## src/rtl/mult3_pkg.sv

```systemverilog
// Shared types and constants for the 3x3 multiplier accumulate datapath.
package mult3_pkg;

   localparam int PROD_W = 6;

   typedef enum logic [1:0] {
      IDLE = 2'b00,
      ACC  = 2'b01,
      OUT  = 2'b10
   } state_t;

   function automatic logic [31:0] sat_max(input int unsigned width);
      if (width >= 32) begin
         return '1;
      end
      return (32'd1 << width) - 32'd1;
   endfunction

endpackage

```

## src/rtl/mult3_sat_add.sv

```systemverilog
// Combinational ACC_W-bit plus product-width saturating adder.
module mult3_sat_add
   import mult3_pkg::*;
#(
   parameter int ACC_W = 10
) (
   input  logic [ACC_W-1:0]  acc,
   input  logic [PROD_W-1:0] p,
   output logic [ACC_W-1:0]  sum,
   output logic              ovf
);

   logic [ACC_W:0] wide_sum;

   // One spare bit catches the carry out; a set carry means the sum clamps.
   assign wide_sum = {1'b0, acc} + {{(ACC_W + 1 - PROD_W){1'b0}}, p};
   assign ovf      = wide_sum[ACC_W];
   assign sum      = ovf ? {ACC_W{1'b1}} : wide_sum[ACC_W-1:0];

endmodule

```

## src/rtl/mult3_accum.sv

```systemverilog
// Accumulates a last-delimited packet of multiplier products into a saturating
// sum and presents sum, count and overflow on a registered output handshake.
module mult3_accum
   import mult3_pkg::*;
#(
   parameter int ACC_W = 10,
   parameter int CNT_W = 4
) (
   input  logic              clk,
   input  logic              rst_n,
   input  logic              clr,
   input  logic              in_valid,
   output logic              in_ready,
   input  logic [PROD_W-1:0] p_in,
   input  logic              in_last,
   output logic              out_valid,
   input  logic              out_ready,
   output logic [ACC_W-1:0]  out_sum,
   output logic [CNT_W-1:0]  out_cnt,
   output logic              out_ovf
);

   localparam logic [CNT_W-1:0] CNT_MAX = CNT_W'(sat_max(CNT_W));

   state_t           state_q, state_d;
   logic [ACC_W-1:0] acc_q, acc_d;
   logic [CNT_W-1:0] cnt_q, cnt_d;
   logic             ovf_q, ovf_d;
   logic             out_valid_q, out_valid_d;
   logic [ACC_W-1:0] out_sum_q, out_sum_d;
   logic [CNT_W-1:0] out_cnt_q, out_cnt_d;
   logic             out_ovf_q, out_ovf_d;

   logic [ACC_W-1:0] add_sum;
   logic             add_ovf;
   logic [CNT_W-1:0] cnt_inc;
   logic             ovf_upd;
   logic             accept;

   mult3_sat_add #(
      .ACC_W (ACC_W)
   ) u_sat_add (
      .acc (acc_q),
      .p   (p_in),
      .sum (add_sum),
      .ovf (add_ovf)
   );

   assign in_ready = (state_q != OUT);
   assign accept   = in_valid & in_ready;
   assign cnt_inc  = (cnt_q == CNT_MAX) ? cnt_q : cnt_q + 1'b1;
   assign ovf_upd  = ovf_q | add_ovf;

   always_comb begin
      state_d     = state_q;
      acc_d       = acc_q;
      cnt_d       = cnt_q;
      ovf_d       = ovf_q;
      out_valid_d = out_valid_q;
      out_sum_d   = out_sum_q;
      out_cnt_d   = out_cnt_q;
      out_ovf_d   = out_ovf_q;

      // clr drops any concurrent beat but leaves the last published result.
      if (clr) begin
         state_d     = IDLE;
         acc_d       = '0;
         cnt_d       = '0;
         ovf_d       = 1'b0;
         out_valid_d = 1'b0;
      end else begin
         case (state_q)
            IDLE, ACC: begin
               if (accept) begin
                  acc_d = add_sum;
                  cnt_d = cnt_inc;
                  ovf_d = ovf_upd;
                  if (in_last) begin
                     state_d     = OUT;
                     out_valid_d = 1'b1;
                     out_sum_d   = add_sum;
                     out_cnt_d   = cnt_inc;
                     out_ovf_d   = ovf_upd;
                  end else begin
                     state_d = ACC;
                  end
               end
            end
            OUT: begin
               if (out_ready) begin
                  state_d     = IDLE;
                  acc_d       = '0;
                  cnt_d       = '0;
                  ovf_d       = 1'b0;
                  out_valid_d = 1'b0;
               end
            end
            default: begin
               state_d     = IDLE;
               acc_d       = '0;
               cnt_d       = '0;
               ovf_d       = 1'b0;
               out_valid_d = 1'b0;
            end
         endcase
      end
   end

   always_ff @(posedge clk or negedge rst_n) begin
      if (!rst_n) begin
         state_q     <= IDLE;
         acc_q       <= '0;
         cnt_q       <= '0;
         ovf_q       <= 1'b0;
         out_valid_q <= 1'b0;
         out_sum_q   <= '0;
         out_cnt_q   <= '0;
         out_ovf_q   <= 1'b0;
      end else begin
         state_q     <= state_d;
         acc_q       <= acc_d;
         cnt_q       <= cnt_d;
         ovf_q       <= ovf_d;
         out_valid_q <= out_valid_d;
         out_sum_q   <= out_sum_d;
         out_cnt_q   <= out_cnt_d;
         out_ovf_q   <= out_ovf_d;
      end
   end

   assign out_valid = out_valid_q;
   assign out_sum   = out_sum_q;
   assign out_cnt   = out_cnt_q;
   assign out_ovf   = out_ovf_q;

endmodule
```

## config.mk

```make
export PLATFORM = sky130hd
export DESIGN_NAME = mult3_accum
export DESIGN_NICKNAME = d
export VERILOG_FILES = /design/src/rtl/mult3_pkg.sv /design/src/rtl/mult3_sat_add.sv /design/src/rtl/mult3_accum.sv
export SDC_FILE = /design/constraint.sdc
export NUM_CORES = 1
export LEC_CHECK = 0
export CAP_MARGIN = 20
export CORE_ASPECT_RATIO = 2
export CORE_MARGIN = 5
export CORE_UTILIZATION = 53
export CTS_CLUSTER_DIAMETER = 150
export CTS_CLUSTER_SIZE = 40
export DETAILED_ROUTE_END_ITERATION = 8
export PLACE_DENSITY_LB_ADDON = 0.1
export SETUP_SLACK_MARGIN = 0.1
export SLEW_MARGIN = 20
export SYNTH_ARGS = -nofsm -noshare
export SYNTH_HDL_FRONTEND = slang
export SYNTH_SLANG_ARGS = --single-unit
```

## constraint.sdc

```tcl
create_clock -name clk -period 2.32 [get_ports clk]
set_input_delay 0.348 -clock clk [delete_from_list [all_inputs] [get_ports clk]]
set_output_delay 0.348 -clock clk [all_outputs]
set_load 0.1 [all_outputs]
```

* Yosys cells after proc, flatten, opt, wreduce, memory -nomap -nowiden *
Cells that the tools add are included.

word-level totals
  flip-flop bits (word level) = 33
  input bits = 12

cells by class
  add/subtract/negate cells = 2
  equality and inequality tests = 7
  multiplexer cells = 23
  bitwise operators = 3
  reduce and logical (&&, ||, !) cells = 5

operators with widths
  operator                                             count
  two-way mux 10 bit                                   4
  one-hot mux 10 bit (2 select lines)                  1
  two-way mux 4 bit                                    4
  adder 10 x 6 -> 11 bit                               1
  inequality test 3 bit, second input constant         3
  two-way mux 2 bit                                    4
  one-hot mux 4 bit (2 select lines)                   1
  two-way mux 1 bit                                    6
  adder 4 x 1 -> 4 bit, second input constant          1
  equality test 4 bit, second input constant           1
  one-hot mux 1 bit (2 select lines)                   2
  one-hot mux 2 bit (2 select lines)                   1
  AND reduction 4 bit                                  1
  AND reduction 3 bit                                  1
  equality test 2 x 1 -> 1 bit, second input constant  1
  equality test 2 bit, second input constant           1
  logical NOT 2 bit                                    1
  inequality test 2 bit, second input constant         1
  AND reduction 2 bit                                  1
  OR reduction 2 bit                                   1
  AND 1 bit                                            1
  NOT 1 bit                                            1
  bitwise OR 1 bit                                     1

* Logic depth before layout (Yosys ltp) *
  depth after elaboration = 5
  depth in mapped cells = 6
  gate-level depth less buffers = 6

* Cells and area by module *
Synthesis repeated with hierarchy kept, for this count alone.

unflattened totals
  cells, all modules = 177
  area, all modules = 1905.6 µm²

by module, submodules not included
  module         instances  cells an instance  area an instance (µm²)  seq. area each (µm²)
  mult3_accum    1          111                1447.6                  825.8
  mult3_sat_add  1          66                 457.9                   0.0

* Least setup slack after synthesis *
OpenSTA, ideal clock, no wires.

  kind = register to register
  from = register acc_q[0]
  to = register acc_q[9]
  data arrival time = 1.829 ns
  slack = 0.353 ns
  stages on the path, launching flop included = 7
  path buffers = 0
  cell sequence = dfrtp_1 ha_1 fa_1 a21oi_1 o21ai_2 o311ai_1 o211ai_1

between the ends
  longest elaborated chain between the ends = 5

RTL lines
  item                                 line                 text
  from (decl)                          mult3_accum.sv:26    logic [ACC_W-1:0] acc_q, acc_d;
  from (signal assigned)               mult3_accum.sv:112   acc_q <= '0;
  from (signal assigned)               mult3_accum.sv:121   acc_q <= acc_d;
  adder 10 x 6 -> 11 bit               mult3_sat_add.sv:16  assign wide_sum = {1'b0, acc} + {{(ACC_W + 1 - PROD_W){1'b0}}, p};
  two-way mux 10 bit                   mult3_sat_add.sv:18  assign sum = ovf ? {ACC_W{1'b1}} : wide_sum[ACC_W-1:0];
  two-way mux 10 bit                   mult3_accum.sv:74    if (accept) begin
  one-hot mux 10 bit (2 select lines)  mult3_accum.sv:72    case (state_q)
  two-way mux 10 bit                   mult3_accum.sv:65    if (clr) begin

No other way between the ends. The select of a mux whose other input is x is not followed.
A chain may end at the register's enable or synchronous reset.

* Worst setup path after layout *
  from = input p_in[0]
  to = register acc_q[9]

between the ends
  longest elaborated chain between the ends = 5

RTL lines
  item                                 line                 text
  from (decl)                          mult3_accum.sv:14    input logic [PROD_W-1:0] p_in,
  adder 10 x 6 -> 11 bit               mult3_sat_add.sv:16
  two-way mux 10 bit                   mult3_sat_add.sv:18
  two-way mux 10 bit                   mult3_accum.sv:74
  one-hot mux 10 bit (2 select lines)  mult3_accum.sv:72
  two-way mux 10 bit                   mult3_accum.sv:65

No other way between the ends. The select of a mux whose other input is x is not followed.

==> metrics.txt <==
status=completed; Synth-to-Final Area Change=21.2%; pwr dens=849 nW/µm²; maximum VDD drop=501 µV; clk_lat worst skew=0.29 ns; Final Max Tran Viols=0; Max FO, Critical Path=5; Num Clock Sinks=33; vias per cell=6.20; Hold Buf Count CTS=0; simple-gate share of the synthesized area=15.8%; CTS resizes=0; crit path kind=in -> reg; Post-Syn Nets=212; Mean Syn Cell Area=9.54 µm²; startpoint types=primary input; Synth cell types=47; grt ovf=0; TritonCTS clock tree=yes; initial antenna violation count=0; Nets=249; ranking of synthesized cells by area=dfrtp_1 45%, o21ai_0 8.2%, nand2_1 5.1%, ha_1 4.8%, a21oi_1 4.4%; RD Place Congestion=0.953; Reg power frac=36.3%; first-pass GRT wire length=7450 µm; final WL=approximately 4400 µm; fraction of layout cells with a size suffix above 1=19.6%; Initial Utilization=54.2%; I/O Buffers=28; final hold violations=0; Pre-antenna DRT Iters=4; Crit path arrival time=roughly 2.2 ns; Post-Syn Area=1830 µm²; clock buffer count from CTS=5; area share of fa/ha/maj cells after synthesis=5.87%; skew final=0.00566 ns; Die Wd=51.6 µm; Clk pwr share=22.8%; fill count=284; number of I/O pins=29; DR DRC count=0; Compound-Gate Fraction of Synth Area=27.5%; postcts setup bufs=0; antenna cell count=0; largest net degree at the start of global routing=34; Max transition margin=67.8%; CTS clk-pin slew, worst paths=0.07 ns; vias in the first global route=1648; flop and latch count out of synthesis=33; Period Utilization, post-route=87.0%; Root Buffer Master=clkbuf_8; leakage=0.989 nW; post-synth top area share=45.1%; core area=roughly 3400 µm²; Max Buffers Root-to-Sink=2; P_int=0.00104 W; Yosys Warn Count=0; Iter 0 DRT Violations=58; register area=826 µm²; sequential area share after synthesis=between 40% and 50%; Syn Inst Count=around 190; Cell Rows=30; gr usage total=about a fifth; Gate power share=about two fifths; Slew @ Worst Pin=0.483 ns; DR WL/cell=17.0 µm; RSZ-0062 raised after global routing=no; Tmin final=2.02 ns; class of the worst hold path=in -> async; Setup crit end kind=flip-flop; H-tree levels=2; post-detail-place hpwl=3390 µm; post-layout util=65.7%; die area=4800 µm²; Die Y=roughly 93 µm; antenna viol nets, final=0; mux contribution to synthesized area=1.64%; setup TNS=0 ns; Overall Power=between 0.0015 and 0.002 W; xor/xnor share of the synthesized area=under 10%; area of the multi-input gates=between 900 and 1000 µm²; vias=1625; Net Sw Frac=roughly 45%; post-synth top area cell=dfrtp_1; MaxCap Viol Count=0; Critical Path RT=2.48 ns; f_max=around 0.50 GHz; sw power=around 0.00084 W; largest family of logic cells by synthesized area=compound AO/OA/AOI/OAI gates; Final setup viols=0
## worst max-delay path: stages
cell	delay (ns)
clkdlybuf4s50_1	0.41
ha_1	0.23
fa_1	0.38
a21oi_1	0.15
buf_4	0.15
o21ai_2	0.08
o311ai_1	0.29
o211ai_1	0.13
## synth_stat cells, drive strengths merged
| cell | number |
|---|---|
| nand2b | 4 |
| o211a | 1 |
| a221o | 1 |
| fa | 1 |
| o311ai | 1 |
| nor3 | 2 |
| nor2 | 13 |
| or3b | 2 |
| a211oi | 3 |
| o21bai | 1 |
| a31oi | 4 |
| nor2b | 1 |
| a32oi | 1 |
| nand3b | 2 |
| o31ai | 3 |
| o211ai | 3 |
| xor2 | 1 |
| a2bb2oi | 1 |
| a211o | 1 |
| dfrtp | 33 |
| clkbuf | 3 |
| o2bb2ai | 1 |
| nand2 | 25 |
| o21ai | 34 |
| or2 | 2 |
| nand3 | 6 |
| o22ai | 1 |
| and4 | 1 |
| inv | 1 |
| a22oi | 2 |
| a21oi | 16 |
| xnor2 | 2 |
| mux2i | 3 |
| and3 | 2 |
| buf | 4 |
| ha | 7 |
| o21a | 2 |
| and2 | 1 |
## through the flow
step	area (µm²)	cells	setup slack, ns	hold slack, ns
2_1_floorplan	1830	192	0.353	0.0524
3_3_place_gp	2130	254	0.0176	0.468
3_5_place_dp	2130	254	0.0186	0.477
4_1_cts	2220	262	0.302	0.473
5_1_grt	2220	262	0.170	0.504
6_report	2220	262	0.301	0.460
## final timing paths
path / end / start / cells past startpoint / slack, ns
worst max register to register: acc_q[9]$_DFFE_PN0P_ / acc_q[0]$_DFFE_PN0P_ / 7 / 0.39
worst min-delay path: acc_q[2]$_DFFE_PN0P_ / rst_n / 2 / 0.46
min in group clk: out_sum[1]$_DFFE_PN0P_ / out_sum[1]$_DFFE_PN0P_ / 2 / 0.49
worst min register to register: out_sum[1]$_DFFE_PN0P_ / out_sum[1]$_DFFE_PN0P_ / 2 / 0.49
worst max-delay path: acc_q[9]$_DFFE_PN0P_ / p_in[0] / 8 / 0.30
max in group asynchronous: out_sum[8]$_DFFE_PN0P_ / rst_n / 2 / 1.54
## metal layers
metal  up-vias  GRT usage [%]  part of all wire, %
met5         -              0                    0
met2        40           36.3                   54
met4         0           10.7                  3.8
met1       791           21.7                   38
met3        15           4.15                  3.7
li1        779              -                    -
## sequential cells by signal, summed over array words and instances, names as in the netlist
name       cells
state_q        2
out_cnt        4
cnt_q          4
out_ovf        1
out_sum       10
out_valid      1
acc_q         10
ovf_q          1
## cell type report
class | instances | share of cell area [%]
Inverter | 1 | 0.169
Clock inverter | 3 | 0.789
Tap cell | 32 | 1.80
Multi-Input combinational cell | 151 | 43.2
Clock buffer | 5 | 3.10
Sequential cell | 33 | 37.2
Timing Repair Buffer | 37 | 13.8
## placed cells by master, fill, tap and decap left out, types with 2 or more instances in the layout
cell and count:
a211oi_2 2, a21oi_1 16, a22oi_1 2, a31oi_1 4
buf_4 26, clkbuf_8 5, clkdlybuf4s50_1 11, clkinv_2 2
dfrtp_1 33, ha_1 7, mux2i_1 3, nand2_1 25
nand2b_1 4, nand3_1 6, nand3b_1 2, nor2_1 13
nor3_1 2, o211ai_1 2, o21a_1 2, o21ai_0 30
o21ai_1 3, o31ai_1 3, or3b_2 2, xnor2_1 2
## power by group through the flow
| stage | clock [W] | sequential, W | combinational, W |
|---|---|---|---|
| global placement | 0 | 0.000692 | 0.000762 |
| global route | 0.000464 | 0.000694 | 0.000814 |
| finish | 0.000429 | 0.000683 | 0.000771 |
| floorplan | 0 | 0.00104 | 0.000237 |
| CTS | 0.000437 | 0.000685 | 0.000776 |
| detailed placement | 0 | 0.000696 | 0.000774 |
## cells by family after synthesis
kind of cell / Yosys count
AOI/OAI and AO/OA: 76
and+or+nand+nor: 61
DFF: 33
buffers and inverters: 8
adders and majority gates: 8
xor gates and xnor gates: 3
muxes: 3
(Power assumes the default switching activity.)
==> variant: new RTL, same settings <==
Encoding of `state_t`: now one-hot (3 bits for 3 states).
--- a/src/rtl/mult3_pkg.sv
+++ b/src/rtl/mult3_pkg.sv
@@ -4,8 +4,8 @@
    localparam int PROD_W = 6;
 
-   typedef enum logic [1:0] {
-      IDLE = 2'b00,
-      ACC  = 2'b01,
-      OUT  = 2'b10
+   typedef enum logic [2:0] {
+      IDLE = 3'b001,
+      ACC  = 3'b010,
+      OUT  = 3'b100
    } state_t;
 
Behaviour: no difference found for any inputs over 4 cycles, from zero or initial values and one cycle with rst_n low; so few cycles prove little.
==> variant against the unedited design <==
Global-route usage up 2.1 points; largest power group unchanged; sequential cell count up 1; final area up 12%; synthesized area up 11%; clock power up 7.0%; non-clock buffer count up 8; wire length up 15%; combinational power up 32%; maximum frequency down 5.1%; worst setup slack worse by 110 ps; critical path depth unchanged; register-to-register slack worse by 110 ps; total power up 18%; utilization up 2.4 points.
==> variant: results (changes against the unedited design) <==
| Metric | Value |
|---|---|
| Met3 layer usage reported by global route | 3.99% (was 4.15%) |
| Syn Nets | 222 (was 212) |
| Pre-CTS WS | -157 ps (was 18.6 ps) |
| Met1 Track Usage GR | 24.5% (was 21.7%) |
| Status | completed (unchanged) |
| Clock share of power | 20.7% (was 22.8%) |
| Final Non-Filler Cells | 295 (was 262) |
| Fillers | 329 (was 284) |
| Avg Inst Size Synth | 10.0 um^2 (was 9.54 um^2) |
| Clock skew | 4.51 ps (was 5.66 ps) |
| Yosys cell types | 59 (was 47) |
| Cell Int Power | 1.19 mW (was 1.04 mW) |
| Post-synthesis adder-cell area fraction | 5.31% (was 5.87%) |
| Seq/Total Area, Yosys | 42.1% (was 45.1%) |
| HPWL after DPL | 3880 um (was 3390 um) |
| Arr. time, crit path | 2290 ps (was 2180 ps) |
| Iteration-0 DRC Markers | 51 (was 58) |
| Compound-Gate Fraction of Synth Area | 27.0% (was 27.5%) |
| Placed insts | 287 (was 254) |
| Worst slew margin | 70.2% (was 67.8%) |
| First-pass GRT wire length | 8780 um (was 7450 um) |
| Largest net degree at the start of global routing | 35 (was 34) |
| Via density | 6.00 (was 6.20) |
| Share of power burned in registers | 33.6% (was 36.3%) |
| Multiplexer share of the synthesized area | 2.84% (was 1.64%) |
| GR Layer Usage met2 | 39.3% (was 36.3%) |
| Worst-path fanout max | 11 (was 5) |
| Final nets | 265 (was 249) |
| Peak supply drop | 0.000756 V (was 0.000501 V) |
| Total Wirelength | 5090 um (was 4440 um) |
| P_leak | 1.09 nW (was 0.989 nW) |
| GPL Wtd Cong | 0.871 (was 0.953) |
## variant: routing by layer
metal,up-vias,share of wire [%]
met5,-,0
met2,40,57
met4,0,2.9
li1,848,-
met1,870,38
met3,12,2.8
## variant: path summary, 6_finish.rpt
check | startpoint | to | slack (ps) | depth (start not counted)
max | p_in[0] | out_sum[1] | 190 | 8
min | rst_n | acc_q[1] | 460 | 2
max reg2reg | acc_q[0] | out_sum[1] | 280 | 7
min reg2reg | out_valid | out_valid | 480 | 1
max in group asynchronous | rst_n | state_q[0] | 1500 | 2
min in group clk | out_valid | out_valid | 480 | 1
## variant: kinds of logic after synthesis
kind of cell,Yosys count
adders and majority gates,8
AOI/OAI and AO/OA,74
and+or+nand+nor,61
muxes,5
xor gates and xnor gates,4
DFF,34
buffers and inverters,16
## variant: critical path, stage by stage
cell             delay, ps
clkdlybuf4s50_1        410
ha_1                   230
fa_1                   440
a21oi_2                210
o211ai_1               120
buf_4                  210
a21oi_1                190
o21ai_0                120
## variant: cell type report
cell class                      instances  share of cell area (%)
Multi-Input combinational cell        152                    43.8
Timing Repair Buffer                   45                    14.7
Clock buffer                            7                    3.47
Sequential cell                        34                    34.3
Inverter                                7                    1.06
Tap cell                               49                    2.47
Clock inverter                          1                   0.201
## variant: power by group through the flow
| stage | Sequential (mW) | Combinational [mW] | Clock [mW] |
|---|---|---|---|
| finish | 0.746 | 1.02 | 0.459 |
| global route | 0.760 | 1.07 | 0.489 |
| CTS | 0.746 | 1.02 | 0.474 |
| detailed placement | 0.757 | 1.02 | 0 |
| global placement | 0.752 | 1.00 | 0 |
| floorplan | 1.25 | 0.258 | 0 |
